### src/rtl/lcd_pkg.sv
// Shared definitions for the HD44780 4-bit bus arbiter: FSM encodings,
// common LCD command bytes and the long-command classifier.
package lcd_pkg;

  typedef enum logic [2:0] {
    ST_IDLE,
    ST_HI,
    ST_GAP,
    ST_LO,
    ST_WAIT
  } lcd_state_t;

  localparam logic [7:0] LCD_CMD_CLEAR = 8'h01;
  localparam logic [7:0] LCD_CMD_HOME  = 8'h02;
  localparam logic [7:0] LCD_CMD_DDRAM = 8'h80;
  localparam logic [7:0] LCD_ROW2      = 8'h40;

  // Clear (0x01) and home (0x02/0x03) need the long controller wait.
  function automatic logic is_long_cmd(input logic cmd_rs, input logic [7:0] cmd_byte);
    return (!cmd_rs) && (cmd_byte[7:2] == 6'd0);
  endfunction

endpackage

### src/rtl/lcd_rr_arbiter.sv
// Two-way round-robin grant logic with a `last` pointer; with LCD_ARB_LOCK_EN
// defined, a locked owner keeps the bus across bytes.
module lcd_rr_arbiter (
  input  logic clk,
  input  logic reset,
  input  logic idle,
  input  logic init_done,
  input  logic req0,
  input  logic req1,
`ifdef LCD_ARB_LOCK_EN
  input  logic lock0,
  input  logic lock1,
`endif
  output logic grant_valid,
  output logic grant_sel
);

  logic last;
  logic cand0;
  logic cand1;
  logic eligible;
`ifdef LCD_ARB_LOCK_EN
  logic owned;
  logic owner;
`endif

  // A held lock masks the other requester and overrides init_done.
  always_comb begin
    cand0    = req0;
    cand1    = req1;
    eligible = init_done;
`ifdef LCD_ARB_LOCK_EN
    if (owned) begin
      cand0    = req0 && !owner;
      cand1    = req1 && owner;
      eligible = 1'b1;
    end
`endif
    grant_valid = idle && eligible && (cand0 || cand1);
    grant_sel   = (cand0 && cand1) ? !last : cand1;
  end

  always_ff @(posedge clk or posedge reset) begin
    if (reset) begin
      last <= 1'b1;
    end else if (grant_valid) begin
      last <= grant_sel;
    end
  end

`ifdef LCD_ARB_LOCK_EN
  always_ff @(posedge clk or posedge reset) begin
    if (reset) begin
      owned <= 1'b0;
      owner <= 1'b0;
    end else if (grant_valid) begin
      owned <= grant_sel ? lock1 : lock0;
      owner <= grant_sel;
    end
  end
`endif

endmodule

### src/rtl/lcd_bus_arbiter.sv
// Shares the 4-bit HD44780 bus between two byte requesters, splitting bytes into
// nibble strobes and inserting the post-byte wait. Optional LCD_ARB_LOCK_EN adds lock0/lock1.
module lcd_bus_arbiter
  import lcd_pkg::*;
#(
  parameter int EN_CYCLES  = 1,
  parameter int SHORT_WAIT = 1,
  parameter int LONG_WAIT  = 2
) (
  input  logic       clk,
  input  logic       reset,
  input  logic       init_done,
  input  logic       req0,
  input  logic       req1,
  input  logic       rs0,
  input  logic       rs1,
  input  logic [7:0] byte0,
  input  logic [7:0] byte1,
`ifdef LCD_ARB_LOCK_EN
  input  logic       lock0,
  input  logic       lock1,
`endif
  output logic       ack0,
  output logic       ack1,
  output logic       en,
  output logic       rs,
  output logic [3:0] data,
  output logic       busy,
  output logic       grant_id
);

  localparam int CW = 8;
  localparam logic [CW-1:0] EN_LAST    = CW'(EN_CYCLES - 1);
  localparam logic [CW-1:0] SHORT_LAST = CW'(SHORT_WAIT - 1);
  localparam logic [CW-1:0] LONG_LAST  = CW'(LONG_WAIT - 1);

  lcd_state_t    state_q, state_d;
  logic [CW-1:0] cnt_q, cnt_d;
  logic [3:0]    lo_q, lo_d;
  logic          long_q, long_d;
  logic          en_d, rs_d, ack0_d, ack1_d, busy_d, grant_id_d;
  logic [3:0]    data_d;
  logic          grant_valid, grant_sel;
  logic          sel_rs;
  logic [7:0]    sel_byte;
  logic [CW-1:0] wait_last;

  lcd_rr_arbiter u_rr (
    .clk        (clk),
    .reset      (reset),
    .idle       (state_q == ST_IDLE),
    .init_done  (init_done),
    .req0       (req0),
    .req1       (req1),
`ifdef LCD_ARB_LOCK_EN
    .lock0      (lock0),
    .lock1      (lock1),
`endif
    .grant_valid(grant_valid),
    .grant_sel  (grant_sel)
  );

  assign sel_rs    = grant_sel ? rs1 : rs0;
  assign sel_byte  = grant_sel ? byte1 : byte0;
  assign wait_last = long_q ? LONG_LAST : SHORT_LAST;

  // Outputs are computed for the next state so en/data/ack change on the transition edge.
  always_comb begin
    state_d    = state_q;
    cnt_d      = cnt_q;
    lo_d       = lo_q;
    long_d     = long_q;
    en_d       = 1'b0;
    rs_d       = rs;
    data_d     = data;
    ack0_d     = 1'b0;
    ack1_d     = 1'b0;
    busy_d     = busy;
    grant_id_d = grant_id;
    unique case (state_q)
      ST_IDLE: begin
        if (grant_valid) begin
          state_d    = ST_HI;
          cnt_d      = '0;
          lo_d       = sel_byte[3:0];
          long_d     = is_long_cmd(sel_rs, sel_byte);
          en_d       = 1'b1;
          rs_d       = sel_rs;
          data_d     = sel_byte[7:4];
          ack0_d     = !grant_sel;
          ack1_d     = grant_sel;
          busy_d     = 1'b1;
          grant_id_d = grant_sel;
        end
      end
      ST_HI: begin
        if (cnt_q == EN_LAST) begin
          state_d = ST_GAP;
          cnt_d   = '0;
        end else begin
          cnt_d = cnt_q + 1'b1;
          en_d  = 1'b1;
        end
      end
      ST_GAP: begin
        if (cnt_q == EN_LAST) begin
          state_d = ST_LO;
          cnt_d   = '0;
          en_d    = 1'b1;
          data_d  = lo_q;
        end else begin
          cnt_d = cnt_q + 1'b1;
        end
      end
      ST_LO: begin
        if (cnt_q == EN_LAST) begin
          state_d = ST_WAIT;
          cnt_d   = '0;
        end else begin
          cnt_d = cnt_q + 1'b1;
          en_d  = 1'b1;
        end
      end
      ST_WAIT: begin
        if (cnt_q == wait_last) begin
          state_d = ST_IDLE;
          cnt_d   = '0;
          busy_d  = 1'b0;
        end else begin
          cnt_d = cnt_q + 1'b1;
        end
      end
      default: begin
        state_d = ST_IDLE;
        cnt_d   = '0;
        busy_d  = 1'b0;
      end
    endcase
  end

  always_ff @(posedge clk or posedge reset) begin
    if (reset) begin
      state_q  <= ST_IDLE;
      cnt_q    <= '0;
      lo_q     <= '0;
      long_q   <= 1'b0;
      en       <= 1'b0;
      rs       <= 1'b0;
      data     <= '0;
      ack0     <= 1'b0;
      ack1     <= 1'b0;
      busy     <= 1'b0;
      grant_id <= 1'b0;
    end else begin
      state_q  <= state_d;
      cnt_q    <= cnt_d;
      lo_q     <= lo_d;
      long_q   <= long_d;
      en       <= en_d;
      rs       <= rs_d;
      data     <= data_d;
      ack0     <= ack0_d;
      ack1     <= ack1_d;
      busy     <= busy_d;
      grant_id <= grant_id_d;
    end
  end

endmodule

### config.mk
export PLATFORM = sky130hd
export DESIGN_NAME = lcd_bus_arbiter
export DESIGN_NICKNAME = d
export VERILOG_FILES = /design/src/rtl/lcd_pkg.sv /design/src/rtl/lcd_rr_arbiter.sv /design/src/rtl/lcd_bus_arbiter.sv
export SDC_FILE = /design/constraint.sdc
export NUM_CORES = 1
export LEC_CHECK = 0
export CORE_MARGIN = 4
export CORE_UTILIZATION = 40
export CTS_BUF_LIST = sky130_fd_sc_hd__clkbuf_8
export DETAILED_ROUTE_END_ITERATION = 12
export HOLD_SLACK_MARGIN = 0.08
export PLACE_DENSITY = 0.63
export SLEW_MARGIN = 30
export SYNTH_ARGS = -nofsm -noshare
export SYNTH_HDL_FRONTEND = slang
export SYNTH_HIERARCHICAL = 1
export SYNTH_SLANG_ARGS = --single-unit
### constraint.sdc
create_clock -name clk -period 2.6 [get_ports clk]
set_input_delay 0.52 -clock clk [delete_from_list [all_inputs] [get_ports clk]]
set_output_delay 0.52 -clock clk [all_outputs]
set_load 0.005 [all_outputs]
Yosys cells after proc, flatten, opt, wreduce, memory -nomap -nowiden
Index checks and enable logic that the tools add are counted.
Cells by class
  div/mod/pow operators: 0
  shift-type cells: 0
  add/sub/neg operators: 1
  eq/ne operators: 10
  $mul: 0
  mux-type cells: 28
  reduce and logical (&&, ||, !) cells: 18
  magnitude comparators: 0
  bitwise gates (word level): 1
Operator list (number)
  8-bit 2-to-1 mux: 4
  8-bit one-hot mux with 3 select lines: 1
  3-bit 2-to-1 mux: 5
  3-bit one-hot mux with 5 select lines: 1
  1-bit 2-to-1 mux: 12
  2-bit inequality test (second input constant): 5
  8-bit by 1-bit adder with 8-bit output (second input constant): 1
  8-bit by 1-bit equality test with 1-bit output: 1
  8-bit zero test: 1
  4-bit 2-to-1 mux: 2
  4-bit one-hot mux with 2 select lines: 1
  3-bit by 2-bit equality test with 1-bit output (second input constant): 2
  6-bit zero test: 1
  1-bit one-hot mux with 3 select lines: 2
  3-bit AND reduction: 2
  5-bit AND reduction: 1
  1-bit logical AND: 4
  3-bit by 1-bit equality test with 1-bit output (second input constant): 1
  3-bit equality test (second input constant): 1
  1-bit zero test: 3
  3-bit zero test: 1
  3-bit OR reduction: 1
  2-bit AND reduction: 1
  2-bit nonzero test: 1
  other kinds (3): 3
Word-level totals
  memory bits (read-only): 0
  input port bits: 23
  RAM bits: 0
  memories: 0
  logic and storage cells: 70
  bits in latches: 0
  bits in registers: 27

Logic depth before layout (Yosys ltp)
  depth after elaboration: 5
  gate-level depth with buffers: 7

Cells and area by module
Netlist, hierarchy kept.
Modules (own cells, without submodules)
  lcd_bus_arbiter: cells each 138, area each 1350.0 um2, times used 1
  lcd_rr_arbiter: cells each 6, area each 62.6 um2, times used 1

Worst setup path after synthesis
No wires, ideal clock.
  path type: input port to flip-flop
  start: input req1
  end: register data[1]
  library setup time: 0.126 ns
  slack: 0.710 ns
  required time: 2.474 ns
  arrival time: 1.764 ns
  stages: 5
  buffers on the path: 1
  cells stage by stage: a21boi_0 buf_1 mux2i_1 nor2_1 a221o_1
On the way
  word-level cells in the longest chain between the ends: 5
  elaborated cells on any way between the ends: 9
  those cells by class: eq/ne (1); mux (4); reduce/logical (4)
RTL lines
  start: declaration: line lcd_bus_arbiter.sv:14  | input logic req1,
  1-bit logical AND: line lcd_rr_arbiter.sv:40  | grant_sel = (cand0 && cand1) ? !last : cand1;
  1-bit 2-to-1 mux: line lcd_rr_arbiter.sv:40
  8-bit 2-to-1 mux: line lcd_bus_arbiter.sv:64  | assign sel_byte = grant_sel ? byte1 : byte0;
  4-bit 2-to-1 mux: line lcd_bus_arbiter.sv:82  | if (grant_valid) begin
  4-bit one-hot mux with 2 select lines: line lcd_bus_arbiter.sv:80  | unique case (state_q)
  end signal: assignment: line lcd_bus_arbiter.sv:161  | data <= data_d;
  end: declaration: line lcd_bus_arbiter.sv:27  | output logic [3:0] data,
Parallel ways exist; a longest one is shown, timed or not. The select of a mux whose other input is x is not followed.
A chain may end at the register's enable or synchronous reset.

Worst setup path in the final report
  start: input req1
  end: register data[3]
On the way
  word-level cells in the longest chain between the ends: 5
  elaborated cells on any way between the ends: 9
  those cells by class: eq/ne (1); mux (4); reduce/logical (4)
RTL lines
  1-bit logical AND: line lcd_rr_arbiter.sv:40
  1-bit 2-to-1 mux *: line lcd_rr_arbiter.sv:40
  named net grant_sel: line lcd_bus_arbiter.sv:43  | logic grant_valid, grant_sel;
  8-bit 2-to-1 mux *: line lcd_bus_arbiter.sv:64
  4-bit 2-to-1 mux *: line lcd_bus_arbiter.sv:82
  4-bit one-hot mux with 2 select lines *: line lcd_bus_arbiter.sv:80
Mark *: on every way through the listed nets, which the timed path passes. The rest lies on a longest branch. The select of a mux whose other input is x is not followed.

==> results.cfg <==
[outcome]
run_status = complete, no violations

[global_route]
grt_pass1_wl_um = 5320
grt_overflow = 0
antenna_found_initial = 0
grt_max_degree = 27
grt_pass1_vias = 1123
grt_usage_pct = 15.2

[floorplanning]
die_h_um = 67.4
initial_utilization_pct = 42.0
chipWidth_um = 67.4
core_mm2 = 0.00336
io_pins = 33
num_rows = 21
dieArea_mm2 = 0.00455

[clock_tree]
postCtsSetupRepairBufs = 0
clock_sinks = 27
hold_buffers = 0
cts_resized = 0
worstSkewPairLatency_ns = 0.27
cts_buffer_depth = 2
cts_root_buf = clkbuf_8
h-tree-depth = 1
cts_tree = built
cts_made_buffers = 3
clk_pin_slew_ns = 0.10

[yosys]
synth_top_area_cell = dfrtp_1
ys_seq_elements = 27
synth_top_area_share_pct = 46.1
synth_enable_flop_cells = 0
syn_inst = 144
synth_seq_area_share_pct = 47.9
avgSynthCellArea_um2 = 9.81
ys_warn_count = 6
synth_fp_nets = 169
async_flop_share_pct = 100
synth.distinct_cells = 42
synthFlopType = dfrtp_1
syn-cell-area_mm2 = 0.00141
synthTopCellsByArea = dfrtp_1 (46%), mux2i_1 (7.1%), nand2_1 (4.0%), nand3_1 (3.2%), a31oi_1 (3.1%)

[worst_setup_path]
cp-end-kind = flop
cp.required_ns = 2.76
startpoint_type = input pin
crit_type = input pin to flop
cp_max_fo = 11
critical_path_arrival_ns = 2.10

[cells_and_area]
syn_to_final_growth_pct = 31.3
num_antenna_cells = 0
fill_cells = 339
nets = 206
layout-drive-gt1-share_pct = 8.33

[pwr]
p_leak_nw = 0.775
power_density_mw_per_mm2 = 390
ir_drop_mv = 0.216

[route]
drc = 0
wire_per_inst_um = 13.8
drt_wl_total_um = 3120
dr.pass1.iters = 4
vias_per_cell = 5.37
routed-via-count = 1213
postRouteAntennaNets = 0
drt_iter0_markers = 86

[sta]
slew_violations = 0
finalWorstSetupSlack_ns = 0.663
finalSetupViolCount = 0
tightest_slew_ns = 0.515
post-route-min-period_ns = 1.94
skew_ns = 0.00413
fin_crit_sh_pct = 74.5
rsz0062_at_grt = no
hold_violations = 0
max_freq_mhz = 516
finalSetupTns_ns = 0
max_slew_margin_pct = 65.6

[placed_design]
dp_hpwl_um = 2360
pre_cts_ws_ns = 0.385
port-buffer-count = 32
gp_congestion = 0.807

[flow_run]
maxCapViolations = 0

[hold_path]
hold_path_class = flop to flop
synth_stat cells, types with 3 or more instances:
cell type	instances
nand2_1	15
mux2i_1	10
a221o_1	4
nand4_1	4
a21oi_1	5
nor2_1	10
o21ai_0	8
nand3_1	9
inv_1	7
a31oi_1	7
dfrtp_1	26
buf_2	3
through the flow:
stage	instance area [um2]	power, W	instances	util, %	hold slack [ns]
2_1_floorplan	1410	0.000449	144	-	0.410
6_report	1850	0.000724	226	55.1	0.493
3_5_place_dp	1810	0.000491	222	53.7	0.470
5_1_grt	1850	0.000757	226	55.1	0.520
4_1_cts	1850	0.000738	226	55.1	0.494
3_3_place_gp	1810	0.000490	222	53.7	0.466
path summary, 6_finish.rpt:
| check | start | end | slack (ns) | cells past startpoint |
|---|---|---|---|---|
| worst max-delay path | req1 | data[3] | 0.66 | 6 |
| worst min-delay path | rs | rs | 0.49 | 2 |
| worst max register to register | cnt_q[0] | cnt_q[7] | 0.74 | 7 |
| worst min register to register | rs | rs | 0.49 | 2 |
| max in group asynchronous | reset | cnt_q[4] | 1.72 | 3 |
| min in group asynchronous | reset | u_rr/last | 0.57 | 2 |
layout by cell type (no fill, tap or decap), drive strengths merged, types with 2 or more instances in the layout:
cell / count
a31oi: 7
buf: 5
nor3: 3
nand4: 4
clkbuf: 3
ha: 2
inv: 7
nor4: 3
a221o: 4
a21oi: 5
nor2: 10
nor3b: 2
or3: 2
clkdlybuf4s50: 32
nand2: 15
mux2i: 10
o22ai: 2
nand3: 9
o21ai: 10
dfrtp: 26
final cells by class:
cell class	instances	area [um2]	area share (%)
inverters	7	26.3	1.42
clock buffers	3	41.3	2.23
repair buffers	37	358	19.3
well taps	46	57.6	3.10
clock inverters	1	7.51	0.405
flip-flops and latches	27	677	36.5
multi-input cells	105	687	37.0
layer usage:
metal | global-route usage [%] | share of wire (%) | up-vias
li1 | - | - | 606
met1 | 21.4 | 46 | 588
met2 | 23.3 | 50 | 17
met3 | 3.16 | 3.3 | 2
met4 | 4.56 | 0.90 | 0
met5 | 0 | 0 | -
report_power, final:
| part | internal (W) | switching, W | leakage [nW] |
|---|---|---|---|
| Clock | 0.000109 | 0.000134 | 0.0217 |
| Sequential | 0.000420 | 0 | 0.343 |
| Combinational | 0.0000383 | 0.0000235 | 0.411 |
| Total | 0.000567 | 0.000157 | 0.775 |
critical path, stage by stage:
cell             delay [ns]
clkdlybuf4s50_1        0.51
a21boi_1               0.17
buf_4                  0.23
mux2i_1                0.32
nor2_1                 0.07
a221o_1                0.28
flip-flops by register name, indices dropped and copies added, names as in the netlist, 3 cells and up:
signal,cells
data,4
state_q,3
cnt_q,8
lo_q,4
cell families after synthesis:
family	Yosys count	synth area share, %
AND/OR/NAND/NOR	55	21.3
buffers and inverters	12	3.45
flip-flops	27	47.9
adder cells (fa/ha/maj)	2	1.77
XOR/XNOR	2	1.24
multiplexers	10	7.09
AO/OA/AOI/OAI	36	17.2
No activity file was read; power rests on OpenSTA's default activity.
